### config.mk
export PLATFORM = sky130hd
export DESIGN_NAME = memory_port_arbiter
export DESIGN_NICKNAME = d
export VERILOG_FILES = /design/src/rtl/memory_port_arbiter_pkg.sv /design/src/rtl/memory_port_arbiter_priority.sv /design/src/rtl/memory_port_arbiter.sv
export SDC_FILE = /design/constraint.sdc
export NUM_CORES = 1
export LEC_CHECK = 0
export BUFFER_PORTS_ARGS = -buffer_cell sky130_fd_sc_hd__buf_2
export CORE_ASPECT_RATIO = 0.75
export CORE_MARGIN = 2
export CORE_UTILIZATION = 25
export CTS_BUF_LIST = sky130_fd_sc_hd__clkbuf_4
export DETAILED_ROUTE_END_ITERATION = 16
export PLACE_DENSITY = 0.5
export SLEW_MARGIN = 5
export SYNTH_ARGS = -nofsm -noshare
export SYNTH_HDL_FRONTEND = slang
export SYNTH_SLANG_ARGS = --single-unit
### constraint.sdc
create_clock -name i_clock -period 2.2 [get_ports i_clock]
set_clock_uncertainty 0.1 [all_clocks]
set_input_delay 0.22 -clock i_clock [delete_from_list [all_inputs] [get_ports i_clock]]
set_output_delay 0.22 -clock i_clock [all_outputs]
set_load 0.005 [all_outputs]
### src/rtl/memory_port_arbiter_pkg.sv
// rtl/memory_port_arbiter_pkg.sv - shared types and helpers for the fetch/data memory port arbiter
package memory_port_arbiter_pkg;

  typedef logic [31:0] vec32_t;

  typedef enum logic [1:0] {
    IDLE,
    ACCESS,
    DONE
  } arbiter_state_t;

  typedef enum logic [1:0] {
    OWNER_NONE,
    OWNER_FETCH,
    OWNER_DATA
  } arbiter_owner_t;

  // Width of a counter that must hold max_val; never narrower than one bit.
  function automatic int cnt_width(input int max_val);
    return (max_val > 0) ? $clog2(max_val + 1) : 1;
  endfunction

endpackage

### src/rtl/memory_port_arbiter_priority.sv
// rtl/memory_port_arbiter_priority.sv - grant decision for the IDLE arbitration slot
// ARBITER_ANTI_STARVE_EN adds a counter that forces a fetch grant after STARVE_LIMIT data wins.
module memory_port_arbiter_priority
  import memory_port_arbiter_pkg::*;
#(
  parameter int STARVE_LIMIT = 4
) (
  input  logic           i_clock,
  input  logic           i_reset,
  input  logic           i_arb_en,
  input  logic           i_fetch_req,
  input  logic           i_data_req,
  output arbiter_owner_t o_winner
);

`ifdef ARBITER_ANTI_STARVE_EN
  localparam int SW = cnt_width(STARVE_LIMIT);

  logic [SW-1:0] r_starve_count;
  logic          w_force_fetch;

  assign w_force_fetch = (r_starve_count == SW'(STARVE_LIMIT));

  always_comb begin
    o_winner = OWNER_NONE;
    if (i_data_req && !(w_force_fetch && i_fetch_req)) o_winner = OWNER_DATA;
    else if (i_fetch_req)                              o_winner = OWNER_FETCH;
  end

  // Only arbitrations that actually grant something move the counter.
  always_ff @(posedge i_clock) begin
    if (i_reset) begin
      r_starve_count <= '0;
    end else if (i_arb_en && o_winner != OWNER_NONE) begin
      if (o_winner == OWNER_FETCH || !i_fetch_req)
        r_starve_count <= '0;
      else if (!w_force_fetch)
        r_starve_count <= r_starve_count + 1'b1;
    end
  end
`else
  logic w_unused_ok;

  assign w_unused_ok = &{1'b0, i_clock, i_reset, i_arb_en};

  always_comb begin
    o_winner = OWNER_NONE;
    if (i_data_req)       o_winner = OWNER_DATA;
    else if (i_fetch_req) o_winner = OWNER_FETCH;
  end
`endif

endmodule

### src/rtl/memory_port_arbiter.sv
// rtl/memory_port_arbiter.sv - shares one single-port memory between fetch and load/store requesters
// Optional fetch anti-starvation is enabled by defining ARBITER_ANTI_STARVE_EN.
module memory_port_arbiter
  import memory_port_arbiter_pkg::*;
#(
  parameter int STARVE_LIMIT = 4,
  parameter int ACK_TIMEOUT  = 255
) (
  input  logic        i_clock,
  input  logic        i_reset,
  input  logic        i_fetch_req,
  input  logic [31:0] i_fetch_address,
  output logic        o_fetch_done,
  output logic [31:0] o_fetch_read_data,
  output logic        o_fetch_stall,
  input  logic        i_data_req,
  input  logic        i_data_write,
  input  logic [31:0] i_data_address,
  input  logic [31:0] i_data_write_data,
  output logic        o_data_done,
  output logic [31:0] o_data_read_data,
  output logic        o_data_stall,
  output logic        o_access_error,
  output logic        o_mem_req,
  output logic        o_mem_write,
  output logic [31:0] o_mem_address,
  output logic [31:0] o_mem_write_data,
  input  logic        i_mem_ack,
  input  logic [31:0] i_mem_read_data
);

  localparam int TW = cnt_width(ACK_TIMEOUT);

  arbiter_state_t r_state;
  arbiter_owner_t r_owner;
  logic [TW-1:0]  r_timer;
  logic           r_write;
  vec32_t         r_addr;
  vec32_t         r_wdata;
  logic           r_fetch_done;
  logic           r_data_done;
  logic           r_access_error;
  vec32_t         r_fetch_rdata;
  vec32_t         r_data_rdata;

  arbiter_owner_t w_winner;
  logic           w_in_access;
  logic           w_timeout;
  logic           w_win_data;

  memory_port_arbiter_priority #(
    .STARVE_LIMIT(STARVE_LIMIT)
  ) u_priority (
    .i_clock     (i_clock),
    .i_reset     (i_reset),
    .i_arb_en    (r_state == IDLE),
    .i_fetch_req (i_fetch_req),
    .i_data_req  (i_data_req),
    .o_winner    (w_winner)
  );

  assign w_in_access = (r_state == ACCESS);
  assign w_win_data  = (w_winner == OWNER_DATA);
  assign w_timeout   = (ACK_TIMEOUT != 0) && (r_timer == TW'(ACK_TIMEOUT));

  // Request attributes are latched at grant so a dropped request cannot disturb the access.
  always_ff @(posedge i_clock) begin
    if (i_reset) begin
      r_state        <= IDLE;
      r_owner        <= OWNER_NONE;
      r_timer        <= '0;
      r_write        <= 1'b0;
      r_addr         <= '0;
      r_wdata        <= '0;
      r_fetch_done   <= 1'b0;
      r_data_done    <= 1'b0;
      r_access_error <= 1'b0;
      r_fetch_rdata  <= '0;
      r_data_rdata   <= '0;
    end else begin
      r_fetch_done   <= 1'b0;
      r_data_done    <= 1'b0;
      r_access_error <= 1'b0;
      case (r_state)
        IDLE: begin
          if (w_winner != OWNER_NONE) begin
            r_state <= ACCESS;
            r_owner <= w_winner;
            r_timer <= '0;
            r_write <= w_win_data && i_data_write;
            r_addr  <= w_win_data ? i_data_address : i_fetch_address;
            r_wdata <= w_win_data ? i_data_write_data : '0;
          end
        end
        ACCESS: begin
          if (i_mem_ack || w_timeout) begin
            r_state        <= DONE;
            r_fetch_done   <= (r_owner == OWNER_FETCH);
            r_data_done    <= (r_owner == OWNER_DATA);
            r_access_error <= !i_mem_ack;
            if (i_mem_ack && !r_write) begin
              if (r_owner == OWNER_FETCH) r_fetch_rdata <= i_mem_read_data;
              else                        r_data_rdata  <= i_mem_read_data;
            end
          end else if (r_timer != '1) begin
            r_timer <= r_timer + 1'b1;
          end
        end
        DONE: begin
          r_state <= IDLE;
          r_owner <= OWNER_NONE;
        end
        default: r_state <= IDLE;
      endcase
    end
  end

  assign o_mem_req         = w_in_access;
  assign o_mem_write       = w_in_access && r_write;
  assign o_mem_address     = w_in_access ? r_addr : '0;
  assign o_mem_write_data  = w_in_access ? r_wdata : '0;

  assign o_fetch_done      = r_fetch_done;
  assign o_data_done       = r_data_done;
  assign o_access_error    = r_access_error;
  assign o_fetch_read_data = r_fetch_rdata;
  assign o_data_read_data  = r_data_rdata;
  assign o_fetch_stall     = i_fetch_req && !r_fetch_done;
  assign o_data_stall      = i_data_req && !r_data_done;

endmodule

Yosys cells after proc, flatten, opt, wreduce, memory -nomap -nowiden. Index checks and enable logic that the tools add are counted.

Memories: 0. RAM bits: 0. Latch bits: 0. Memory bits (read-only): 0. Register bits: 144. Word-level logic and storage cells: 62. Input bits: 134.

Divide/modulo/power cells: 0. Shift operators: 0. Order comparisons: 0. Add/subtract/negate cells: 1. Reductions and logical operators: 21. Multipliers: 0. Equal/unequal tests: 11. Multiplexer cells: 15. Bitwise operators: 3.

Operators by type and width (number): 32-bit 2-to-1 mux (4); 8-bit 2-to-1 mux (3); 8-bit one-hot mux with 2 select lines (1); 4-bit AND reduction (3); 8-bit by 1-bit adder with 8-bit output, second input constant (1); 8-bit == test, second input constant (1); 2-bit 2-to-1 mux (4); 8-bit != test, second input constant (1); 2-bit one-hot mux with 2 select lines (2); 2-bit == test, second input constant (3); 2-bit AND reduction (3); 2-bit nonzero test (3); 1-bit logical AND (5); 2-bit by 1-bit == test with 1-bit output, second input constant (2); 1-bit zero test (4); 2-bit by 1-bit != test with 1-bit output, second input constant (2); 2-bit != test, second input constant (2); 1-bit NOT (3); 3-bit OR reduction (1); 2-bit zero test (1); 1-bit logical OR (1); 1-bit 2-to-1 mux (1).

Longest topological paths before layout. Gate-level depths: netlist of run 1.

Word-level depth: 5. Gate-level depth with buffers: 6. Mapped depth without buffers: 5.

Hierarchy. A second synthesis of run 1 with hierarchy kept.

Cells, all modules: 695. Area total of the unflattened synthesis: 5866.9 um^2.

By module, submodules not included: memory_port_arbiter (instances 1, cells each 693, area an instance 5845.6 um^2, seq. area each 2882.8 um^2); memory_port_arbiter_priority (instances 1, cells each 2, area an instance 21.3 um^2, seq. area each 0.0 um^2).

Worst setup path after synthesis of run 1. Ideal clock, no wire load.

Kind: register to register. From: register r_timer[0]. To: register r_timer[5]. Setup time: 0.086 ns. Buffers on the path: 0. Arrival: 1.579 ns. Clock period less this slack: 1.765 ns. Stages on the path, launching flop included: 6. Slack: 0.435 ns. Cells stage by stage: dfxtp_1 -> ha_1 -> and3_1 -> a21o_1 -> or4_1 -> a211oi_1.

Longest elaborated chain between the ends: 4. Elaborated cells between the ends (all ways): 10.

Ends and longest elaborated chain: start, declared (line memory_port_arbiter.sv:36) `logic [TW-1:0] r_timer;`; start signal, assigned (line memory_port_arbiter.sv:106) `r_timer <= r_timer + 1'b1;`; 8-bit by 1-bit adder with 8-bit output / 8-bit == test (equally long branches) (line memory_port_arbiter.sv:106, memory_port_arbiter.sv:64); 8-bit 2-to-1 mux / 1-bit logical OR (equally long branches) (line memory_port_arbiter.sv:105, memory_port_arbiter.sv:96); 8-bit 2-to-1 mux / 2-bit != test (equally long branches); 8-bit one-hot mux with 2 select lines / 4-bit AND reduction (equally long branches).

Several ways; a longest one is shown, not always the timed one. The select of a mux whose other input is x is not followed. A chain may end at the register's enable or synchronous reset.

Final worst setup path of run 1.
From: register r_state[1]. To: register r_fetch_rdata[30], in the netlist o_fetch_read_data[30].

Longest elaborated chain between the ends: 2.

Ends and longest elaborated chain: start, declared (line memory_port_arbiter.sv:34) `arbiter_state_t r_state;`; start signal, assigned (line memory_port_arbiter.sv:69) `r_state <= IDLE;`; start signal, assigned (line memory_port_arbiter.sv:87) `r_state <= ACCESS;`; start signal, assigned (line memory_port_arbiter.sv:97) `r_state <= DONE;`; 2-bit by 1-bit == test with 1-bit output (line memory_port_arbiter.sv:84) `case (r_state)`; 4-bit AND reduction (no source line); end signal, assigned (line memory_port_arbiter.sv:102) `if (r_owner == OWNER_FETCH) r_fetch_rdata <= i_mem_read_data;`; end, declared (line memory_port_arbiter.sv:43) `vec32_t r_fetch_rdata;`.

Every way passes these cells.

==> results.toml, run 1 <==
[sta]
hold_viol = 0
min_period_ns = 2.08
fin_crit_sh = 0.945
worst_pin_slew_ns = 1.14
whs_ns = 0.275
setup-tns-final_ns = 0
setup_viol = 0
slew_viol_final = 0
fmax_mhz = 481
slew_headroom = 0.234
rsz0062_at_grt = "no"

[layout]
drive_gt1_frac = 0.297
fill_cells = 2411
multi_input_area_um2 = 2690
area_growth_pct = 57.4
fin_nets = 1200
final-seq-area_um2 = 2880

[detailed_routing]
wl_met3_um = 880
via_per_inst = 4.36
routedWlPerCell_um = 13.8
drtPass1Iterations = 5
remaining_drc_errors = 0
met1_length_mm = 8.97
wl_met2_mm = 8.92
top_layer_used = "met4"
finalWirelength_mm = 19.0
ant_nets = 0
drtIter0Drc = 171
via_count = 6017

[synthesis]
synth_area_um2 = 5780
synth_top_area_share = 0.499
synth_edf_count = 0
netlist_instances = 688
synth_area_leaders = "dfxtp_1 (50%), nand2_1 (8.6%), and2_1 (7.3%)"
synth_top_area_cell = "dfxtp_1"
synth_ff_type = "dfxtp_1"
synth_seq_cells = 144
ys_seq_area_frac = 0.499
syn_avg_cell_area_um2 = 8.40
synth-async-reset-ratio = 0
yosysUniqueCellTypes = 40
synth_fp_nets = 823
synth_warnings = 0

[power_and_ir_drop]
max-vdd-ir-drop_uv = 281
cellPowerDensity_nw_per_um2 = 608
leakage_nw = 4.11

[global_route]
antenna_found_initial = 1
grt_max_degree = 72
grt_pass1_vias = 5830
grt_usage = 0.151
grt_overflow = 0
grt_first_pass_wirelength_mm = 30.0

[clock_tree]
clock_path_buffers = 2
cts.clk_slew.worst_paths_ns = 0.13
clock_latency_ns = 0.53
cts_root_buffer = "clkbuf_4"
cts_sinks = 144
cts_buffers = 17
cts_tree = "yes"
h-tree-depth = 4

[setup_path]
critical_path_class = "flop to flop"
r2r_cells = 6
cp.arrival_ns = 2.47
r2r-start = "r_state[1]"
cp.required_ns = 2.59
end_kind = "flop"
path_max_fanout = 32
cp-start-kind = "flop"
setup.worst_path.start = "r_state[1]"

[die]
ios = 269
die_w_um = 180
die_area_um2 = 24400
initial_core_util = 0.253
fp-row-count = 48
core-area_um2 = 22900
dieHeight_um = 136

[hold_path]
hold_path_startpoint = "i_data_req"
hold_class = "primary input to flop"
hold-path-cell-count = 3

[place]
routabilityCongestion = 0.713
post-dp-hpwl_mm = 12.0
port_buffers = 268

[status]
outcome = "finished clean"

[flow_run]
drv_cap = 0
==> power by group <==
| group | total (W) | internal (W) | switching, W |
|---|---|---|---|
| clock | 0.00170 | 0.000699 | 0.000998 |
| sequential | 0.00282 | 0.00275 | 0.0000684 |
| combinational | 0.00102 | 0.000529 | 0.000486 |
| total | 0.00553 | 0.00398 | 0.00155 |
==> state kept, by name, summed over array words and instances (netlist names) <==
register and count:
r_owner 2, r_timer 8, o_fetch_done 1, o_data_read_data 32, o_fetch_read_data 32, r_state 2, o_access_error 1, o_data_done 1
r_addr 32, r_write 1, r_wdata 32
==> area by class of cell <==
type | instances | area share
antenna | 1 | 0.000275
clock buffer | 19 | 0.0157
clock inverter | 13 | 0.0150
inverter | 2 | 0.000825
multi-input combinational | 484 | 0.296
sequential | 144 | 0.317
tap | 300 | 0.0413
timing repair buffer | 416 | 0.314
==> placed cells by master (no fill, tap or decap), types with 19 or more instances in the layout <==
| cell type | synthesis | layout |
|---|---|---|
| a211oi_1 | 33 | 33 |
| a21oi_1 | 70 | 70 |
| a22oi_1 | 33 | 33 |
| and2_1 | 67 | 67 |
| buf_2 | 2 | 267 |
| clkbuf_4 | 0 | 19 |
| dfxtp_1 | 144 | 143 |
| dlygate4sd3_1 | 0 | 134 |
| mux2i_1 | 32 | 32 |
| nand2_1 | 133 | 133 |
| nor2_1 | 71 | 71 |
==> logic make-up after synthesis <==
kind of cell	Yosys count	synth area share
and+or+nand+nor	299	0.238
AOI/OAI and AO/OA	152	0.166
DFF	144	0.499
buffers and inverters	60	0.0394
muxes	32	0.0554
adders and majority gates	1	0.00216
==> stage by stage <==
| step | power (W) | worst slack (ns) | std cells | util | instance area [µm²] |
|---|---|---|---|---|---|
| after global routing | 0.00587 | 0.00673 | 1379 | 0.398 | 9100 |
| final | 0.00553 | 0.122 | 1379 | 0.398 | 9100 |
| after floorplan | 0.00331 | 0.435 | 688 | - | 5780 |
| after CTS | 0.00563 | 0.0486 | 1376 | 0.396 | 9050 |
| after detailed placement | 0.00368 | 0.215 | 1210 | 0.325 | 7430 |
| after global placement | 0.00367 | 0.214 | 1210 | 0.325 | 7430 |
==> per-layer routing <==
metal,vias up,track usage
met5,-,0
met2,157,0.253
met1,2760,0.195
met3,18,0.0368
met4,0,0.0429
li1,3082,-
==> synthesized netlist by cell type, drive strengths merged, types with 3 or more instances <==
| cell | number |
|---|---|
| dfxtp | 144 |
| nand2 | 133 |
| nor2 | 71 |
| a21oi | 70 |
| and2 | 67 |
| clkbuf | 50 |
| a211oi | 33 |
| a22oi | 33 |
| mux2i | 32 |
| buf | 8 |
| nand3 | 6 |
| nor2b | 5 |
| a31oi | 3 |
| or4 | 3 |
==> path summary, 6_finish.rpt <==
| path | end | slack [ns] |
|---|---|---|
| worst max-delay path | o_fetch_read_data[30] | 0.12 |
| worst max register to register | o_fetch_read_data[30] | 0.12 |
| worst min-delay path | r_state[0] | 0.28 |
| worst min register to register | o_data_read_data[10] | 0.36 |
==> timing repair <==
action                                  CTS  global route
buffers inserted                          0             1
endpoints found under the setup margin    7            40
endpoints found under the hold margin   136             0
cloned                                    0             1
hold buffers                            134             0
resized for setup                         1             3
==> critical path, stage by stage, from the launching register on <==
cell and delay, ns:
dfxtp_1 0.40, and4bb_2 0.37, nor2b_2 0.18, buf_8 0.24
nand2_1 0.08, a21oi_1 0.11, dlygate4sd3_1 0.56
Power figures use the tool's default switching activity.
==> run 2: changes to the inputs <==
- BUFFER_PORTS_ARGS: -buffer_cell sky130_fd_sc_hd__buf_2 -> -buffer_cell sky130_fd_sc_hd__buf_4
==> run 2 against run 1 <==
Effect of this change:
- setup slack improved by 0.0033 ns
- critical path type is now primary input to flop
- global-route usage increased by 0.28 points
- highest routed layer unchanged
- clock power increased by 5%
- sequential share of layout area decreased by 2.2 points
==> results.toml, run 2 (synthesized netlist as in run 1, its figures left out) <==
[status]
outcome = "finished clean"

[detailed_routing]
routedWlPerCell_um = 14.2
via_count = 6057
drtIter0Drc = 290
remaining_drc_errors = 0
finalWirelength_mm = 19.7
ant_nets = 0
drtPass1Iterations = 4
via_per_inst = 4.39

[setup_path]
path_max_fanout = 32
crit_chain = "dlygate4sd3_1, buf_4, buf_4, mux2i_1, dlygate4sd3_1, a211oi_1"
critical_path_class = "primary input to flop"
cp.required_ns = 2.52
max_stage_delay_ns = 0.58
cp-start-kind = "primary input"
end_kind = "flop"
critPathSlowestCell = "dlygate4sd3_1"
cp.arrival_ns = 2.39
cpLargestDelayFamily = "buffers and inverters"
crit_buf_inv = 4

[clock_tree]
cts_buffers = 17
clock_latency_ns = 0.52
cts_sinks = 144
cts.clk_slew.worst_paths_ns = 0.13
cts_tree = "yes"
h-tree-depth = 4
cts_root_buffer = "clkbuf_4"
clock_path_buffers = 2

[sta]
worst_pin_slew_ns = 0.630
fmax_mhz = 482
hold_viol = 0
slew_headroom = 0.578
setup_viol = 0
rsz0062_at_grt = "no"
slew_viol_final = 0
min_period_ns = 2.07
whs_ns = 0.101
fin_ws_ns = 0.125
setup-tns-final_ns = 0
fin_crit_sh = 0.943

[place]
routabilityCongestion = 0.714
post-dp-hpwl_mm = 12.6
post-place-ws_ns = 0.306
port_buffers = 268
dpl-instance-area_um2 = 8120
place_inst = 1214

[layout]
postLayoutCellArea_um2 = 9770
area_growth_pct = 69.1
fill_cells = 2296
fin_nets = 1203
layout_common_cells = "buf_4 (283), dfxtp_1 (143), nand2_1 (133), dlygate4sd3_1 (133), nor2_1 (71)"
drive_gt1_frac = 0.298
final_common_cell = "buf_4"
final_cells = 1381
n_antenna_cell = 0

[global_route]
antenna_found_initial = 0
grt_pass1_vias = 5734
grt_first_pass_wirelength_mm = 30.6
grt_overflow = 0
grt_max_degree = 57
grt_usage = 0.154

[die]
dieHeight_um = 136
initial_core_util = 0.253
fp-row-count = 48
die_area_um2 = 24400
die_w_um = 180
ios = 269
core-area_um2 = 22900

[flow_run]
drv_cap = 0

[hold_path]
hold_class = "primary input to flop"

[power_and_ir_drop]
max-vdd-ir-drop_uv = 303
cellPowerDensity_nw_per_um2 = 588
leakage_nw = 4.23
## run 2: metrics by stage
stage | total power [W] | util
after floorplan | 0.00331 | -
after global placement | 0.00380 | 0.355
after detailed placement | 0.00380 | 0.355
after CTS | 0.00584 | 0.426
after global routing | 0.00607 | 0.427
final | 0.00575 | 0.427
## run 2: layout make-up
| class | count | area (µm²) | share of cell area |
|---|---|---|---|
| clock buffers | 17 | 128 | 0.0131 |
| clock inverters | 15 | 166 | 0.0170 |
| inverters | 2 | 7.51 | 0.000768 |
| multi-input cells | 484 | 2690 | 0.275 |
| flip-flops and latches | 144 | 2880 | 0.295 |
| well taps | 300 | 375 | 0.0384 |
| repair buffers | 419 | 3520 | 0.360 |
## run 2: final timing paths
path / slack (ns) / start / to / depth (start not counted)
min: 0.10 / i_reset / r_wdata[8] / 2
max: 0.13 / i_data_req / r_addr[15] / 6
min reg2reg: 0.36 / o_fetch_read_data[1] / o_fetch_read_data[1] / 2
max reg2reg: 0.32 / r_state[1] / r_timer[5] / 4
## run 2: worst register-to-register path, stage by stage (launching register included)
cell	delay, ns
dfxtp_1	0.39
or3b_1	0.45
a21o_1	0.18
or4_1	0.46
a211oi_1	0.22
## run 2: what timing repair did
item / CTS / global route
buffers inserted: 0 / 1
endpoints found under the hold margin: 133 / 0
hold buffers: 133 / 0
resized for setup: 0 / 1
endpoints found under the setup margin: 0 / 53
## run 2: power breakdown
group	switching [W]	internal, W
sequential	0.0000680	0.00275
combinational	0.000500	0.000644
clock	0.00100	0.000781
## run 2: per-layer routing
metal	routed length, µm	vias to the layer above	track usage
met5	0	-	0
met4	307	0	0.0447
met3	1100	23	0.0411
met2	9000	180	0.244
met1	9250	2761	0.207
li1	-	3093	-
